### src/rtl/keygen_pkg.sv
// rtl/keygen_pkg.sv - shared state encoding and width helper for the key scheduler
package keygen_pkg;

    typedef enum logic [1:0] {
        S_IDLE   = 2'd0,
        S_LAUNCH = 2'd1,
        S_WAIT   = 2'd2,
        S_RESP   = 2'd3
    } state_t;

    function automatic int key_w(input int width);
        return 2 * width;
    endfunction

endpackage

### src/rtl/keygen_sched_rr_arb2.sv
// rtl/keygen_sched_rr_arb2.sv - two-way round-robin grant with registered last winner
module rr_arb2 (
    input  logic       clk,
    input  logic       reset,
    input  logic [1:0] req,
    input  logic       update,
    output logic [1:0] grant
);

    logic last_grant;

    // On a tie the requester that did not win last time gets the grant.
    always_comb begin
        grant = req;
        if (req == 2'b11) begin
            grant = last_grant ? 2'b01 : 2'b10;
        end
    end

    always_ff @(posedge clk) begin
        if (reset) begin
            last_grant <= 1'b1;
        end else if (update && (grant != 2'b00)) begin
            last_grant <= grant[1];
        end
    end

endmodule

### src/rtl/keygen_sched.sv
// rtl/keygen_sched.sv - round-robin scheduler sharing one RSA key inverter between two requesters
module keygen_sched
    import keygen_pkg::*;
#(
    parameter int WIDTH   = 32,
    parameter int TIMEOUT = 65535,
    parameter int TW      = 16,
    localparam int KEY_W  = key_w(WIDTH)
) (
    input  logic             clk,
    input  logic             reset,
    input  logic             req0_valid,
    output logic             req0_ready,
    input  logic [WIDTH-1:0] req0_p,
    input  logic [WIDTH-1:0] req0_q,
    input  logic             req1_valid,
    output logic             req1_ready,
    input  logic [WIDTH-1:0] req1_p,
    input  logic [WIDTH-1:0] req1_q,
    output logic             rsp_valid,
    input  logic             rsp_ready,
    output logic             rsp_id,
    output logic             rsp_timeout,
    output logic [KEY_W-1:0] rsp_e,
    output logic [KEY_W-1:0] rsp_d,
    output logic             busy,
    output logic             inv_reset,
    output logic [WIDTH-1:0] inv_p,
    output logic [WIDTH-1:0] inv_q,
    input  logic             inv_finish,
    input  logic [KEY_W-1:0] inv_e,
    input  logic [KEY_W-1:0] inv_d
);

    state_t          state;
    state_t          state_next;
    logic [1:0]      arb_req;
    logic [1:0]      grant;
    logic            accept;
    logic [TW-1:0]   cnt;
    logic            timed_out;

    assign arb_req   = (state == S_IDLE && !reset) ? {req1_valid, req0_valid} : 2'b00;
    assign accept    = grant != 2'b00;
    assign timed_out = cnt == TW'(TIMEOUT);

    rr_arb2 u_arb (
        .clk    (clk),
        .reset  (reset),
        .req    (arb_req),
        .update (accept),
        .grant  (grant)
    );

    assign req0_ready = grant[0];
    assign req1_ready = grant[1];
    assign rsp_valid  = state == S_RESP;
    assign busy       = state != S_IDLE;
    // The inverter is held in reset for the whole of our reset as well as the launch pulse.
    assign inv_reset  = reset || (state == S_LAUNCH);

    always_ff @(posedge clk) begin
        if (reset) begin
            state <= S_IDLE;
        end else begin
            state <= state_next;
        end
    end

    always_comb begin
        state_next = state;
        case (state)
            S_IDLE:   if (accept) state_next = S_LAUNCH;
            S_LAUNCH: state_next = S_WAIT;
            S_WAIT:   if (inv_finish || timed_out) state_next = S_RESP;
            S_RESP:   if (rsp_ready) state_next = S_IDLE;
            default:  state_next = S_IDLE;
        endcase
    end

    always_ff @(posedge clk) begin
        if (reset) begin
            inv_p       <= '0;
            inv_q       <= '0;
            rsp_id      <= 1'b0;
            rsp_timeout <= 1'b0;
            rsp_e       <= '0;
            rsp_d       <= '0;
            cnt         <= '0;
        end else begin
            case (state)
                S_IDLE: begin
                    if (accept) begin
                        inv_p  <= grant[1] ? req1_p : req0_p;
                        inv_q  <= grant[1] ? req1_q : req0_q;
                        rsp_id <= grant[1];
                    end
                end
                S_LAUNCH: begin
                    cnt <= '0;
                end
                S_WAIT: begin
                    if (inv_finish) begin
                        rsp_e       <= inv_e;
                        rsp_d       <= inv_d;
                        rsp_timeout <= 1'b0;
                    end else if (timed_out) begin
                        rsp_e       <= '0;
                        rsp_d       <= '0;
                        rsp_timeout <= 1'b1;
                    end else begin
                        cnt <= cnt + TW'(1);
                    end
                end
                default: begin
                end
            endcase
        end
    end

endmodule

### config.mk
export PLATFORM = sky130hd
export DESIGN_NAME = keygen_sched
export DESIGN_NICKNAME = d
export VERILOG_FILES = /design/src/rtl/keygen_pkg.sv /design/src/rtl/keygen_sched_rr_arb2.sv /design/src/rtl/keygen_sched.sv
export SDC_FILE = /design/constraint.sdc
export NUM_CORES = 1
export LEC_CHECK = 0
export ABC_AREA = 1
export ABC_CLOCK_PERIOD_IN_PS = 4200
export BUFFER_PORTS_ARGS = -buffer_cell sky130_fd_sc_hd__buf_2
export CORE_AREA = 2 2 179 181
export DETAILED_ROUTE_END_ITERATION = 7
export DIE_AREA = 0 0 181 183
export SETUP_SLACK_MARGIN = 0.02
export SYNTH_ARGS = -nofsm -noshare
export SYNTH_HDL_FRONTEND = slang
export SYNTH_SLANG_ARGS = --single-unit
### constraint.sdc
create_clock -name clk -period 4.2 [get_ports clk]
set_input_delay 0.84 -clock clk [delete_from_list [all_inputs] [get_ports clk]]
set_output_delay 0.84 -clock clk [all_outputs]
set_load 0.01 [all_outputs]
### Word-level counts from Yosys, hierarchy flattened

Cells that the tools add are included.

* flip-flop bits (word level): 213
* input bits: 262
* output and inout bits: 199
* logic and storage cells: 50

* $add $sub $neg: 1
* eq/ne operators: 10
* mux-type cells: 17
* reduce and logical (&&, ||, !) cells: 13

Operators with widths (number)
* $mux W64: 3
* $mux W32: 2
* $mux W16: 2
* $pmux W16 S2: 1
* $add A16 B1 Y16 const B: 1
* $eq A16 B16 Y1 const B: 1
* $mux W2: 6
* $pmux W2 S4: 1
* $reduce_bool A2 Y1: 4
* $eq A2 B2 Y1 const B: 3
* $ne A2 B2 Y1 const B: 3
* $reduce_and A3 Y1: 2
* $ne A2 B1 Y1 const B: 2
* $reduce_and A2 Y1: 2
* $eq A2 B1 Y1 const B: 1
* $logic_not A2 Y1: 1
* $logic_or A1 B1 Y1: 2
* $mux W1: 2
* $logic_and A1 B1 Y1: 1
* $logic_not A1 Y1: 1

### Longest topological paths before layout

Gate-level depths: netlist (run 1).

* depth in word-level cells: 8
* gate-level depth with buffers: 13
* mapped depth without buffers: 11

### Modules after synthesis

From an unflattened synthesis (run 1), not the netlist that was laid out.

* cells, all modules: 1159
* area, all modules: 8688.3 µm²

By module, submodules not included
* keygen_sched: times used 1, cells each 1149, area each 8619.5 µm², seq. area each 4244.1 µm²
* rr_arb2: times used 1, cells each 10, area each 68.8 µm², seq. area each 20.0 µm²

### Worst setup path before layout (run 1)

Ideal clock, no wire load.

* path type: input to output
* start: input port reset
* end: output port inv_reset
* data arrival time: 1.586 ns
* required time: 3.360 ns
* path slack: 1.774 ns
* stages on the path: 4
* buffers on the path: 2
* cells stage by stage: clkinv_1 -> clkbuf_1 -> buf_1 -> nand2_1

* word-level cells in the longest chain between the ends: 1

RTL lines
* start: declaration: RTL line keygen_sched.sv:11 `input logic reset,`
* $logic_or A1 B1 Y1: RTL line keygen_sched.sv:60 `assign inv_reset = reset || (state == S_LAUNCH);`
* end: declaration: RTL line keygen_sched.sv:27 `output logic inv_reset,`

Every way passes these cells.

### Worst setup path after layout (run 1)

* start: register state[0]
* end: output port req1_ready

* word-level cells in the longest chain between the ends: 5

RTL lines
* start: declaration: RTL line keygen_sched.sv:35 `state_t state;`
* start signal: assignment: RTL line keygen_sched.sv:66 `state <= state_next;`
* $logic_not A2 Y1 *: RTL line keygen_sched.sv:43 `assign arb_req = (state == S_IDLE && !reset) ? {req1_valid, req0_valid} : 2'b00;`
* $logic_and A1 B1 Y1 *: RTL line keygen_sched.sv:43
* $mux W2 *: RTL line keygen_sched.sv:43
* $eq A2 B2 Y1: RTL line keygen_sched_rr_arb2.sv:15 `if (req == 2'b11) begin`
* $mux W2 *: RTL line keygen_sched_rr_arb2.sv:15
* end: declaration: RTL line keygen_sched.sv:17 `output logic req1_ready,`

Every way passes the cells marked *; elsewhere a longest branch is shown, timed or not.

==> out/results.txt, run 1 <==
leakage power = 6.24 nW
top post-synthesis cells by count = nand2_1, dfxtp_1, nand3_1
port bufs = 460
initial core utilization = 30.9%
final worst-path cycle share = 67.4%
Avg Cell Area, Syn = 7.66 sq um
first-pass GRT wire length = 49.9 mm
Root Buffer = clkbuf_16
count leader, synth = nand2_1
Post-CTS Hold Fix Bufs = 0
peak supply drop = 0.000280 V
placed cells = 2,034
TritonRoute pass-1 iters = 4
Die Y-Extent = 183 um
grt ovf = 0
clk slew on worst S/H paths = 0.06 ns
Worst slew margin = 23.2%
die width = 181 um
arrival time worst endpoint = 1.99 ns
H-tree depth = 1
f_max = 353 MHz
synth unique cells = 28
worst setup path category = flop to output port
RSZ-0062 raised after global routing = no
gpl congestion = 0.811
crit path launch type = flop
CTS Buffer Depth = 3
CP Max Fanout = 14
DR vias = 9,777
GRT Util Overall = 18.4%
total CTS buffers = 25
number of global-route vias before repair = 9,441
FF+latch count, synth = 213
CTS tree = yes
I/O pin total = 461
Ys Warns = 0
Post-route DRC = 0
CP Capture Type = output port
Slew Limit Fails = 0
initial drt markers = 466
# fillers = 3,317
layout cells sized above 1 = 40.8%
Hold WC Path Type = flop to flop
fin cells = 2,084
DP HPWL = 22.4 mm
pin count of the biggest net entering global routing = 129
clk sinks = 213
status = finished clean
Final setup viols = 0
Synth area leaders = dfxtp_1, nand2_1, nand3_2
antenna-violating nets left = 0
Cells after Synth = 1,260
initial antenna violation count = 6
Total Routed Length = 32.0 mm
post-synthesis sequential area ratio = 44.2%
Hold Slack = 0.469 ns
Critical Path RT = 3.36 ns
asr flop ratio synth = 0%
clock skew = 0.0139 ns
Setup TNS = 0 ns
CTS resizes = 0
Util after Layout = 41.3%
Tightest Pin Transition = 1.15 ns
PD cells = 511 nW/um^2
Yosys top cell area share = 44.2%
clk_lat worst skew = 0.52 ns
Final min period = 2.83 ns
FP Rows = 65
Core Area = 31,200 sq um
WL/cell = 15.4 um
Layout Nets = 1,927
Final Hold Viols = 0
Main synth FF type = dfxtp_1
maxcap violations = 0
setup bufs post-CTS = 0
drt via density = 4.69
Area growth syn-to-layout = 33.6%
number of synthesized flops with an enable pin = 0
die area = 33,100 sq um
Post-Syn Area = 9650 sq um
syn_nets = 1,528
biggest area consumer among synthesized cells = dfxtp_1
==> metal layers <==
| metal | share of wire [%] | GRT usage, % | vias up |
|---|---|---|---|
| met5 | 0.094 | 0 | - |
| met4 | 3.0 | 6.57 | 4 |
| met3 | 8.2 | 5.22 | 53 |
| met2 | 48 | 31.2 | 360 |
| met1 | 41 | 22.2 | 4482 |
| li1 | - | - | 4878 |
==> power by group <==
part	internal, mW	switching, mW
Combinational	0.783	1.19
Sequential	2.31	0.161
Clock	1.27	0.876
==> critical path, cell delays in order, from the launching register on <==
cell and delay (ns):
dfxtp_1 0.34, inv_1 0.11, ha_1 0.18, inv_1 0.06, nor2_1 0.14, nand2_1 0.11
a21oi_4 0.32, buf_2 0.20
==> flip-flops by register name, indices dropped and copies added (netlist names) <==
name	count
rsp_d	64
rsp_id	1
inv_p	32
rsp_timeout	1
cnt	16
state	2
inv_q	32
rsp_e	64
u_arb.last_grant	1
==> cells by family (layout without fill, tap and decap cells) <==
logic type	after synthesis	count (layout)	synth area share [%]
buffers and inverters	189	607	8.88
other	0	4	0
DFF	213	213	44.2
adders and majority gates	6	6	0.778
AOI/OAI and AO/OA	156	156	8.23
and+or+nand+nor	696	696	37.9
==> cells in the final DEF (no fill, tap or decap), types with 3 or more instances in the layout <==
cell       Yosys  final
buf_4          2      7
or2_2         64     64
nor2_1        32     32
clkbuf_8       0      6
diode_2        0      4
clkinv_2       0      4
nand2_1      312    311
nand3_1      174    174
o21ai_1        3      3
ha_1           6      6
nand4_1        4      4
clkbuf_1      46      6
clkbuf_16      0     25
o21ai_0        9      9
buf_2         28    459
a21oi_1      139    139
nand3_2      100    100
inv_1         92     89
dfxtp_1      213    213
==> stage by stage <==
stage	power, mW	worst slack, ns	cell area (sq um)
4_1_cts	6.69	1.32	12900
3_5_place_dp	4.51	1.47	12100
2_1_floorplan	3.79	1.77	9650
3_3_place_gp	4.47	1.50	12100
6_report	6.59	1.37	12900
5_1_grt	7.02	1.21	12900
==> path summary, 6_finish.rpt <==
check	start	endpoint	slack [ns]	cells past startpoint
min	rsp_d[53]	rsp_d[53]	0.47	2
min reg2reg	rsp_d[53]	rsp_d[53]	0.47	2
max reg2reg	cnt[0]	rsp_d[6]	1.61	9
max	state[0]	req1_ready	1.37	7
==> cell type report <==
class	count	area (sq um)	share of cell area [%]
inverters	93	353	2.74
multi-input cells	858	4560	35.3
well taps	402	503	3.90
clock inverters	9	86.3	0.670
diodes	4	10.0	0.0776
flip-flops and latches	213	4260	33.1
clock buffers	37	731	5.67
repair buffers	468	2390	18.5
No activity file was read; power rests on OpenSTA's default activity.
==> inputs of run 2 (changes only) <==
--- a/config.mk
+++ b/config.mk
@@ -6,7 +6,7 @@
 export NUM_CORES = 1
 export LEC_CHECK = 0
 export ABC_AREA = 1
-export ABC_CLOCK_PERIOD_IN_PS = 4200
+export ABC_CLOCK_PERIOD_IN_PS = 2800
 export BUFFER_PORTS_ARGS = -buffer_cell sky130_fd_sc_hd__buf_2
 export CORE_AREA = 2 2 179 181
 export DETAILED_ROUTE_END_ITERATION = 7
==> constraint.sdc (replaced) <==
create_clock -name clk -period 2.8 [get_ports clk]
set_input_delay 0.56 -clock clk [delete_from_list [all_inputs] [get_ports clk]]
set_output_delay 0.56 -clock clk [all_outputs]
set_load 0.01 [all_outputs]
==> run 2 against run 1 <==
Effect of this change: power grew 54%; clock power increased by 59%; hold slack lost 0.20 ns; non-clock buffer count increased by 7; first-iteration DRC count increased by 4.9%; final area grew 1.1%; global-route usage grew 0.18 points; setup slack worse by 0.93 ns.
==> out/results.txt, run 2 (synthesized netlist as in run 1, its figures left out) <==
DP HPWL = 22.9 mm (was 22.4 mm)
Root Buffer = clkbuf_16 (unchanged)
Slew Limit Fails = 0 (unchanged)
CTS tree = yes (unchanged)
Die Y-Extent = 183 um (unchanged)
fin cells = 2,087 (was 2,084)
initial drt markers = 489 (was 466)
Final setup viols = 0 (unchanged)
Final min period = 2.36 ns
Area growth syn-to-layout = 35.0% (was 33.6%)
CTS resizes = 0 (unchanged)
top layer reached by signal wires = met5 (unchanged)
Worst slew margin = 22.5% (was 23.2%)
I/O pin total = 461 (unchanged)
DR vias = 9,780 (was 9,777)
Post-CTS Hold Fix Bufs = 0 (unchanged)
pre-CTS WS = 0.517 ns (was 1.47 ns)
WL/cell = 15.6 um (was 15.4 um)
RSZ-0062 raised after global routing = no (unchanged)
Largest regs = rsp_d x64, rsp_e x64 (unchanged)
CTS Buffer Depth = 3 (unchanged)
die width = 181 um (unchanged)
Tightest Pin Transition = 1.16 ns (was 1.15 ns)
first-pass GRT wire length = 50.1 mm (was 49.9 mm)
Final Hold Viols = 0 (unchanged)
Post-route DRC = 0 (unchanged)
number of global-route vias before repair = 9,295 (was 9,441)
H-tree depth = 1 (unchanged)
grt ovf = 0 (unchanged)
leakage power = 6.32 nW (was 6.24 nW)
met1 wire length = 13.3 mm (was 13.0 mm)
CP Max Fanout = 4 (was 14)
CP Capture Type = output port (unchanged)
GRT Util Overall = 18.5% (was 18.4%)
Hold WC Path Type = input port to flop (was flop to flop)
met3 WL = 2.72 mm (was 2.62 mm)
setup bufs post-CTS = 0 (unchanged)
TritonRoute pass-1 iters = 5 (was 4)
most common cell after layout, fill and taps aside = buf_2 (unchanged)
maxcap violations = 0 (unchanged)
peak supply drop = 0.000539 V (was 0.000280 V)
FP Rows = 65 (unchanged)
die area = 33,100 sq um (unchanged)
placed cells = 2,041 (was 2,034)
clk sinks = 213 (unchanged)
Setup TNS = 0 ns (unchanged)
worst setup path category = flop to output port (unchanged)
f_max = 424 MHz
drt via density = 4.69 (about the same)
Total Routed Length = 32.6 mm (was 32.0 mm)
clk_lat worst skew = 0.54 ns (was 0.52 ns)
DP Area = 12,200 sq um (was 12,100 sq um)
setup slack after layout = 0.442 ns (was 1.37 ns)
Core Area = 31,200 sq um (unchanged)
crit path launch type = flop (unchanged)
metal2 WL = 15.7 mm (was 15.3 mm)
layout cells sized above 1 = 41.1% (was 40.8%)
final worst-path cycle share = 84.2%
Critical Path RT = 2.24 ns (was 3.36 ns)
Layout Nets = 1,935 (was 1,927)
most frequent cells in the layout = buf_2, nand2_1, dfxtp_1 (unchanged)
gpl congestion = 0.836 (was 0.811)
Final Cell Area = 13,000 sq um (was 12,900 sq um)
clk slew on worst S/H paths = 0.06 ns (about the same)
initial core utilization = 30.9% (unchanged)
antenna-violating nets left = 0 (unchanged)
total CTS buffers = 26 (was 25)
clock skew = 0.0195 ns (was 0.0139 ns)
initial antenna violation count = 5 (was 6)
pin count of the biggest net entering global routing = 137 (was 129)
PD cells = 778 nW/um^2 (was 511 nW/um^2)
port bufs = 460 (unchanged)
status = finished clean (unchanged)
arrival time worst endpoint = 1.80 ns (was 1.99 ns)
# fillers = 3,300 (was 3,317)
[run 2: cell types whose count changed in the layout (fill, tap and decap cells not counted), moves of 2 or more]
cell       before  now
diode_2         4    2
buf_4           7   10
buf_12          2    6
bufinv_16       1    3
clkbuf_8        6    3
[run 2: metrics by stage]
step | hold slack [ns] | total power, mW | utilization (%)
detailed placement | 0.465 | 6.82 | 39.0
finish | 0.268 | 10.1 | 41.7
CTS | 0.237 | 10.3 | 41.7
floorplan | 0.462 | 5.69 | -
global placement | 0.457 | 6.76 | 39.0
global route | 0.248 | 10.8 | 41.7
[run 2: layout make-up]
cell class / instances / area, sq um / share of cell area (%)
Antenna cell: 2 / 5.00 / 0.0384
Clock buffer: 34 / 711 / 5.45
Clock inverter: 10 / 146 / 1.12
Inverter: 93 / 353 / 2.71
Multi-Input combinational cell: 858 / 4560 / 35.0
Sequential cell: 213 / 4260 / 32.7
Tap cell: 402 / 503 / 3.86
Timing Repair Buffer: 475 / 2490 / 19.1
[run 2: power by group]
group          total (mW)  leakage (nW)  internal (mW)  switching (mW)
Combinational        3.02          4.16           1.21            1.81
Clock                3.41         0.418           2.06            1.35
Sequential           3.70          1.73           3.47           0.234
Total                10.1          6.32           6.74            3.39
[run 2: metal layers]
| layer | up-vias | GRT usage, % |
|---|---|---|
| met5 | - | 0 |
| li1 | 4895 | - |
| met1 | 4448 | 22.7 |
| met2 | 376 | 31.6 |
| met3 | 57 | 5.02 |
| met4 | 4 | 6.11 |
[run 2: worst paths after layout]
kind,startpoint,to,slack (ns),cells after the start
max,state[0],req1_ready,0.44,7
min,inv_e[12],rsp_e[12],0.27,3
max reg2reg,state[0],inv_q[2],0.54,11
min reg2reg,rsp_d[4],rsp_d[4],0.47,2
[run 2: critical path, stage by stage (launching register included)]
cell and delay [ns]:
dfxtp_1 0.34, inv_1 0.12, ha_1 0.18, inv_1 0.05, nor2_1 0.14, nand2_1 0.11
a21oi_4 0.17, buf_2 0.18
